`src/rtl/uart_pkg.sv`:
```
// uart_pkg: shared definitions for the UART receiver.
//   uart_state_t : receiver FSM state encoding
//   DATA_BITS    : payload bits per frame
//   calc_div     : clocks per oversample tick, rounded to nearest
package uart_pkg;

  typedef enum logic [2:0] {
    IDLE,
    START,
    DATA,
    PARITY,
    STOP
  } uart_state_t;

  localparam int DATA_BITS = 8;

  // round(clk_hz / (baud * oversample)) using integer arithmetic
  function automatic int calc_div(input int clk_hz, input int baud, input int oversample);
    int per_tick;
    per_tick = baud * oversample;
    return (clk_hz + per_tick / 2) / per_tick;
  endfunction

endpackage

```
`src/rtl/uart_baud_tick.sv`:
```
// uart_baud_tick: oversample tick generator.
//   clk     : system clock
//   reset   : synchronous active-high reset
//   restart : realigns the tick phase; the first tick follows DIV clocks later
//   tick    : one-clock pulse every DIV clocks
module uart_baud_tick #(
  parameter int DIV = 2
) (
  input  logic clk,
  input  logic reset,
  input  logic restart,
  output logic tick
);

  localparam int CW = (DIV > 1) ? $clog2(DIV) : 1;
  localparam logic [CW-1:0] LAST = CW'(DIV - 1);

  logic [CW-1:0] cnt;

  always_ff @(posedge clk) begin
    if (reset || restart) begin
      cnt <= '0;
    end else if (cnt == LAST) begin
      cnt <= '0;
    end else begin
      cnt <= cnt + CW'(1);
    end
  end

  assign tick = (cnt == LAST);

endmodule

```
`src/rtl/uart_receptor.sv`:
```
// uart_receptor: oversampling UART receiver, 8 data bits LSB first, 1 stop bit.
// Optional even parity bit is compiled in with macro UART_PARITY_EN.
//   clk         : system clock, rising edge
//   reset       : synchronous active-high reset
//   rx          : asynchronous serial input, idle high
//   rxData      : last correctly received byte
//   rxReady     : one-cycle pulse, rxData newly valid
//   frameError  : one-cycle pulse, stop bit sampled low
//   parityError : one-cycle pulse, parity mismatch (constant 0 without UART_PARITY_EN)
module uart_receptor
  import uart_pkg::*;
#(
  parameter int CLK_FREQ_HZ = 25_000_000,
  parameter int BAUD        = 115_200,
  parameter int OVERSAMPLE  = 16
) (
  input  logic       clk,
  input  logic       reset,
  input  logic       rx,
  output logic [7:0] rxData,
  output logic       rxReady,
  output logic       frameError,
  output logic       parityError
);

  localparam int DIV = calc_div(CLK_FREQ_HZ, BAUD, OVERSAMPLE);
  localparam int TW  = $clog2(OVERSAMPLE);
  localparam logic [TW-1:0] HALF_LAST = TW'(OVERSAMPLE / 2 - 1);
  localparam logic [TW-1:0] FULL_LAST = TW'(OVERSAMPLE - 1);
  localparam logic [2:0]    LAST_BIT  = 3'(DATA_BITS - 1);

  if (DIV < 2) begin : g_div_chk
    $error("uart_receptor: clock too slow for BAUD*OVERSAMPLE (DIV < 2)");
  end
  if ((OVERSAMPLE < 8) || (OVERSAMPLE % 2 != 0)) begin : g_os_chk
    $error("uart_receptor: OVERSAMPLE must be an even integer >= 8");
  end

  uart_state_t          state, state_nx;
  logic                 rx_meta, rx_s, rx_prev;
  logic                 fall, restart, tick, sample;
  logic [TW-1:0]        tick_cnt;
  logic [2:0]           bit_cnt;
  logic [DATA_BITS-1:0] shreg;
  logic                 par_err;
  logic                 ready_nx, fe_nx;

  // Synchronizer stage; rx_prev feeds the start-edge detector
  always_ff @(posedge clk) begin
    if (reset) begin
      rx_meta <= 1'b1;
      rx_s    <= 1'b1;
      rx_prev <= 1'b1;
    end else begin
      rx_meta <= rx;
      rx_s    <= rx_meta;
      rx_prev <= rx_s;
    end
  end

  assign fall    = rx_prev & ~rx_s;
  assign restart = (state == IDLE) && fall;

  uart_baud_tick #(.DIV(DIV)) u_tick (
    .clk     (clk),
    .reset   (reset),
    .restart (restart),
    .tick    (tick)
  );

  always_ff @(posedge clk) begin
    if (reset) state <= IDLE;
    else       state <= state_nx;
  end

  always_comb begin
    state_nx = state;
    sample   = 1'b0;
    ready_nx = 1'b0;
    fe_nx    = 1'b0;
    case (state)
      IDLE:  if (fall) state_nx = START;
      START: begin
        sample = tick && (tick_cnt == HALF_LAST);
        // a start bit that is high again at mid-bit was a glitch
        if (sample) state_nx = rx_s ? IDLE : DATA;
      end
      DATA: begin
        sample = tick && (tick_cnt == FULL_LAST);
        if (sample && (bit_cnt == LAST_BIT)) begin
`ifdef UART_PARITY_EN
          state_nx = PARITY;
`else
          state_nx = STOP;
`endif
        end
      end
      PARITY: begin
        sample = tick && (tick_cnt == FULL_LAST);
        if (sample) state_nx = STOP;
      end
      STOP: begin
        sample = tick && (tick_cnt == FULL_LAST);
        if (sample) begin
          state_nx = IDLE;
          ready_nx = rx_s && !par_err;
          fe_nx    = !rx_s;
        end
      end
      default: state_nx = IDLE;
    endcase
  end

  // Bit timing, shift register and registered result pulses
  always_ff @(posedge clk) begin
    if (reset) begin
      tick_cnt   <= '0;
      bit_cnt    <= '0;
      shreg      <= '0;
      rxData     <= '0;
      rxReady    <= 1'b0;
      frameError <= 1'b0;
    end else begin
      rxReady    <= ready_nx;
      frameError <= fe_nx;
      if (ready_nx) rxData <= shreg;

      if (state == IDLE) begin
        tick_cnt <= '0;
        bit_cnt  <= '0;
      end else begin
        if (sample)    tick_cnt <= '0;
        else if (tick) tick_cnt <= tick_cnt + TW'(1);
        if ((state == DATA) && sample) begin
          shreg   <= {rx_s, shreg[DATA_BITS-1:1]};
          bit_cnt <= bit_cnt + 3'd1;
        end
      end
    end
  end

`ifdef UART_PARITY_EN
  always_ff @(posedge clk) begin
    if (reset) begin
      par_err     <= 1'b0;
      parityError <= 1'b0;
    end else begin
      parityError <= (state == STOP) && sample && rx_s && par_err;
      if (state == START) begin
        par_err <= 1'b0;
      end else if ((state == PARITY) && sample) begin
        // even parity: the parity bit equals the XOR of the data bits
        par_err <= (rx_s != (^shreg));
      end
    end
  end
`else
  assign par_err     = 1'b0;
  assign parityError = 1'b0;
`endif

endmodule

```
`config.mk`:
```
export PLATFORM = sky130hd
export DESIGN_NAME = uart_receptor
export DESIGN_NICKNAME = d
export VERILOG_FILES = /design/src/rtl/uart_pkg.sv /design/src/rtl/uart_baud_tick.sv /design/src/rtl/uart_receptor.sv
export SDC_FILE = /design/constraint.sdc
export NUM_CORES = 1
export LEC_CHECK = 0
export ABC_CLOCK_PERIOD_IN_PS = 3500
export CAP_MARGIN = 25
export CORE_MARGIN = 5
export CORE_UTILIZATION = 30
export DETAILED_ROUTE_END_ITERATION = 12
export PLACE_DENSITY = 0.44
export SLEW_MARGIN = 20
export SYNTH_ARGS = -nofsm -noshare
export SYNTH_HDL_FRONTEND = slang
export SYNTH_HIERARCHICAL = 1
export SYNTH_SLANG_ARGS = --single-unit
```
`constraint.sdc`:
```
create_clock -name clk -period 3.5 [get_ports clk]
set_input_delay 0.7 -clock clk [delete_from_list [all_inputs] [get_ports clk]]
set_output_delay 0.7 -clock clk [all_outputs]
set_load 0.02 [all_outputs]
```
==> flow_summary.ini <==
[status]
outcome = complete, no violations

[grt]
grt_antenna_before_repair = 0
grt_pass1_wl_um = 4623
grt_max_degree = 30
grt_use_total_pct = 9.165
grt-ovfl-total = 0
grt_pass1_vias = 1018

[drt]
vias_per_cell = 4.500
avgRoutedWirePerCell_um = 11.48
wl_um = 2618
drc = 0
postRouteAntennaNets = 0
dr.pass1.iters = 4
first_iter_violations = 31
vias = 1026

[timing]
fmax_ghz = 0.4791
finalCriticalPeriod_ps = 2087
fin_skew_ps = 7.556
hold_violations = 0
rsz0062_at_grt = false
period_share_pct = 59.64
setup_violations = 0
maxSlewViolCount = 0
setup_tns_ps = 0
slew-limit-headroom_pct = 41.67
finalWorstSetupSlack_ps = 1413
tightest_slew_ps = 872.3

[clocking]
clock_tree.buffer_depth = 2
post_cts_buffers = 0
cts_tree = yes
cts.clk_slew.worst_paths_ps = 70
postCtsResizedCells = 0
cts_sinks = 35
h-tree-depth = 2
cts_buffers = 5
clk_latency_ps = 280
root_buffer = clkbuf_8
cts_hold_buf = 0

[die]
die-area_mm2 = 0.006610
ios = 14
rows = 26
start_util_pct = 30.44
die_h_um = 81.30
fp.dieW_um = 81.30
core_mm2 = 0.005010

[power]
peakVddDrop_mv = 0.2154
power.total_w = 0.0007989
p_leak_nw = 0.6825
p_per_area_mw_per_mm2 = 448.7

[worst_setup_path]
worstSetupPathType = in2reg
worst_setup_path_start_kind = input pin
cp.arrival_ps = 2290
endpoint_kind = flip-flop
crit_fanout = 29
worstPathRequired_ps = 3700
ff2ff_path_depth = 5

[placement]
placed_area_mm2 = 0.001663
pre_cts_ws_ps = 1091
hpwl_um = 1872
place.gp.congestion = 0.7299
numPortBuffers = 12

[synth]
yosys.area.top_type = dfxtp_1
async_flop_share_pct = 0
muxShareOfSynthArea_pct = 11.16
synthXorXnorAreaFrac_pct = 3.445
synth_compound_area_share_pct = 5.250
yosysMostFrequentCell = dfxtp_1
synth-simple-area-share_pct = 25.02
synth-seq-cells = 35
ys_top_cells_by_count = 35 x dfxtp_1, 19 x nand2b_1, 17 x mux2i_1
synthCells = 147
synth_top_area_share_pct = 45.94
synth_top_family_by_area = simple AND/OR/NAND/NOR gates
synth_cell_types = 36
syn-cell-area_mm2 = 0.001525
avgSynthCellArea_um2 = 10.38
syn_nets = 155
yosys_most_used_dff = dfxtp_1
seq_area_frac_synth_pct = 45.94
netlist_top_cells_area = dfxtp_1 46%, mux2i_1 11%, nand2b_1 7.8%
synth-adder-area-share_pct = 4.102
yosysWarnings = 6
synth_edf_count = 0

[min_path]
whs_path_depth = 1
hp-class = reg2reg

[finish]
multi_input_area_um2 = 750.7
finish.utilization_pct = 35.54
seq_area_um2 = 700.7
drive_above_1_share_pct = 10.13
nFillCells = 527
fin_area_mm2 = 0.001780
fin_nets = 165
diodes = 0
area_growth_pct = 16.74

[run]
cap_violations = 0
final cells by class:
type                    count  area share, %
inverters                   1         0.2108
flip-flops and latches     35          39.35
repair buffers             12          6.746
clock inverters             2          1.968
well taps                  70          4.919
multi-input cells         102          42.16
clock buffers               6          4.638
where the power goes:
group / leakage, nW / total (W) / internal, W / switching [W]
logic: 0.338 / 0.0000237 / 0.0000119 / 0.0000117
clock network: 0.0612 / 0.000367 / 0.000230 / 0.000137
registers: 0.283 / 0.000408 / 0.000403 / 0.00000519
total: 0.683 / 0.000799 / 0.000645 / 0.000153
flip-flops by register name (all words and copies together) (netlist names):
name and cells:
bit_cnt 3, frameError 1, rxData 8, rxReady 1, rx_meta 1, rx_prev 1, rx_s 1, shreg 8
state 3, tick_cnt 4, u_tick/cnt 4
path summary, 6_finish.rpt:
check,startpoint,end,slack [ps]
max reg2reg,u_tick/cnt[0]$_SDFF_PP0_,rxData[3]$_SDFFE_PP0P_,1720
max,reset,tick_cnt[0]$_SDFFE_PP0P_,1410
min reg2reg,rx_meta$_SDFF_PP1_,rx_s$_SDFF_PP1_,410
min,rx_meta$_SDFF_PP1_,rx_s$_SDFF_PP1_,410
placed cells by master, fill, tap and decap left out, types with 2 or more instances in the layout:
cell type and count:
dfxtp_1 35, nand2b_1 19, mux2i_1 17, clkdlybuf4s50_1 12, nor2_1 9, clkbuf_8 6, nor3_1 5, nand3_1 5
ha_1 5, a21oi_1 4, nand4_1 3, xor2_1 3, o21ai_0 3, a31oi_1 3, xnor2_1 3, nand2_1 3
or2_1 2, and3_4 2, nand4b_1 2, or2_2 2
logic make-up (layout without fill, tap and decap cells):
family / Yosys count / in the layout
xor+xnor: 6 / 6
mux: 17 / 17
compound gates: 13 / 13
buf+inv: 10 / 21
fa+ha+maj: 5 / 5
flops: 35 / 35
other cells: 1 / 1
simple gates: 60 / 60
critical path, stage by stage:
cell	delay, ps
clkdlybuf4s50_1	860
a211o_1	530
nor3_1	190
routing by layer:
metal	track usage [%]	vias up	routed length [um]
met1	10.75	480	1273
met5	0	-	0
met3	2.993	5	102
li1	-	527	-
met2	15.15	14	1207
met4	4.054	0	35
per-stage QoR:
| step | hold WS [ps] | cells |
|---|---|---|
| final | 408.4 | 228 |
| after global routing | 461.2 | 228 |
| after CTS | 411.8 | 228 |
| after detailed placement | 394.5 | 220 |
| after global placement | 394.5 | 220 |
| after floorplan | 389.5 | 147 |
No activity file was read; power rests on OpenSTA's default activity.
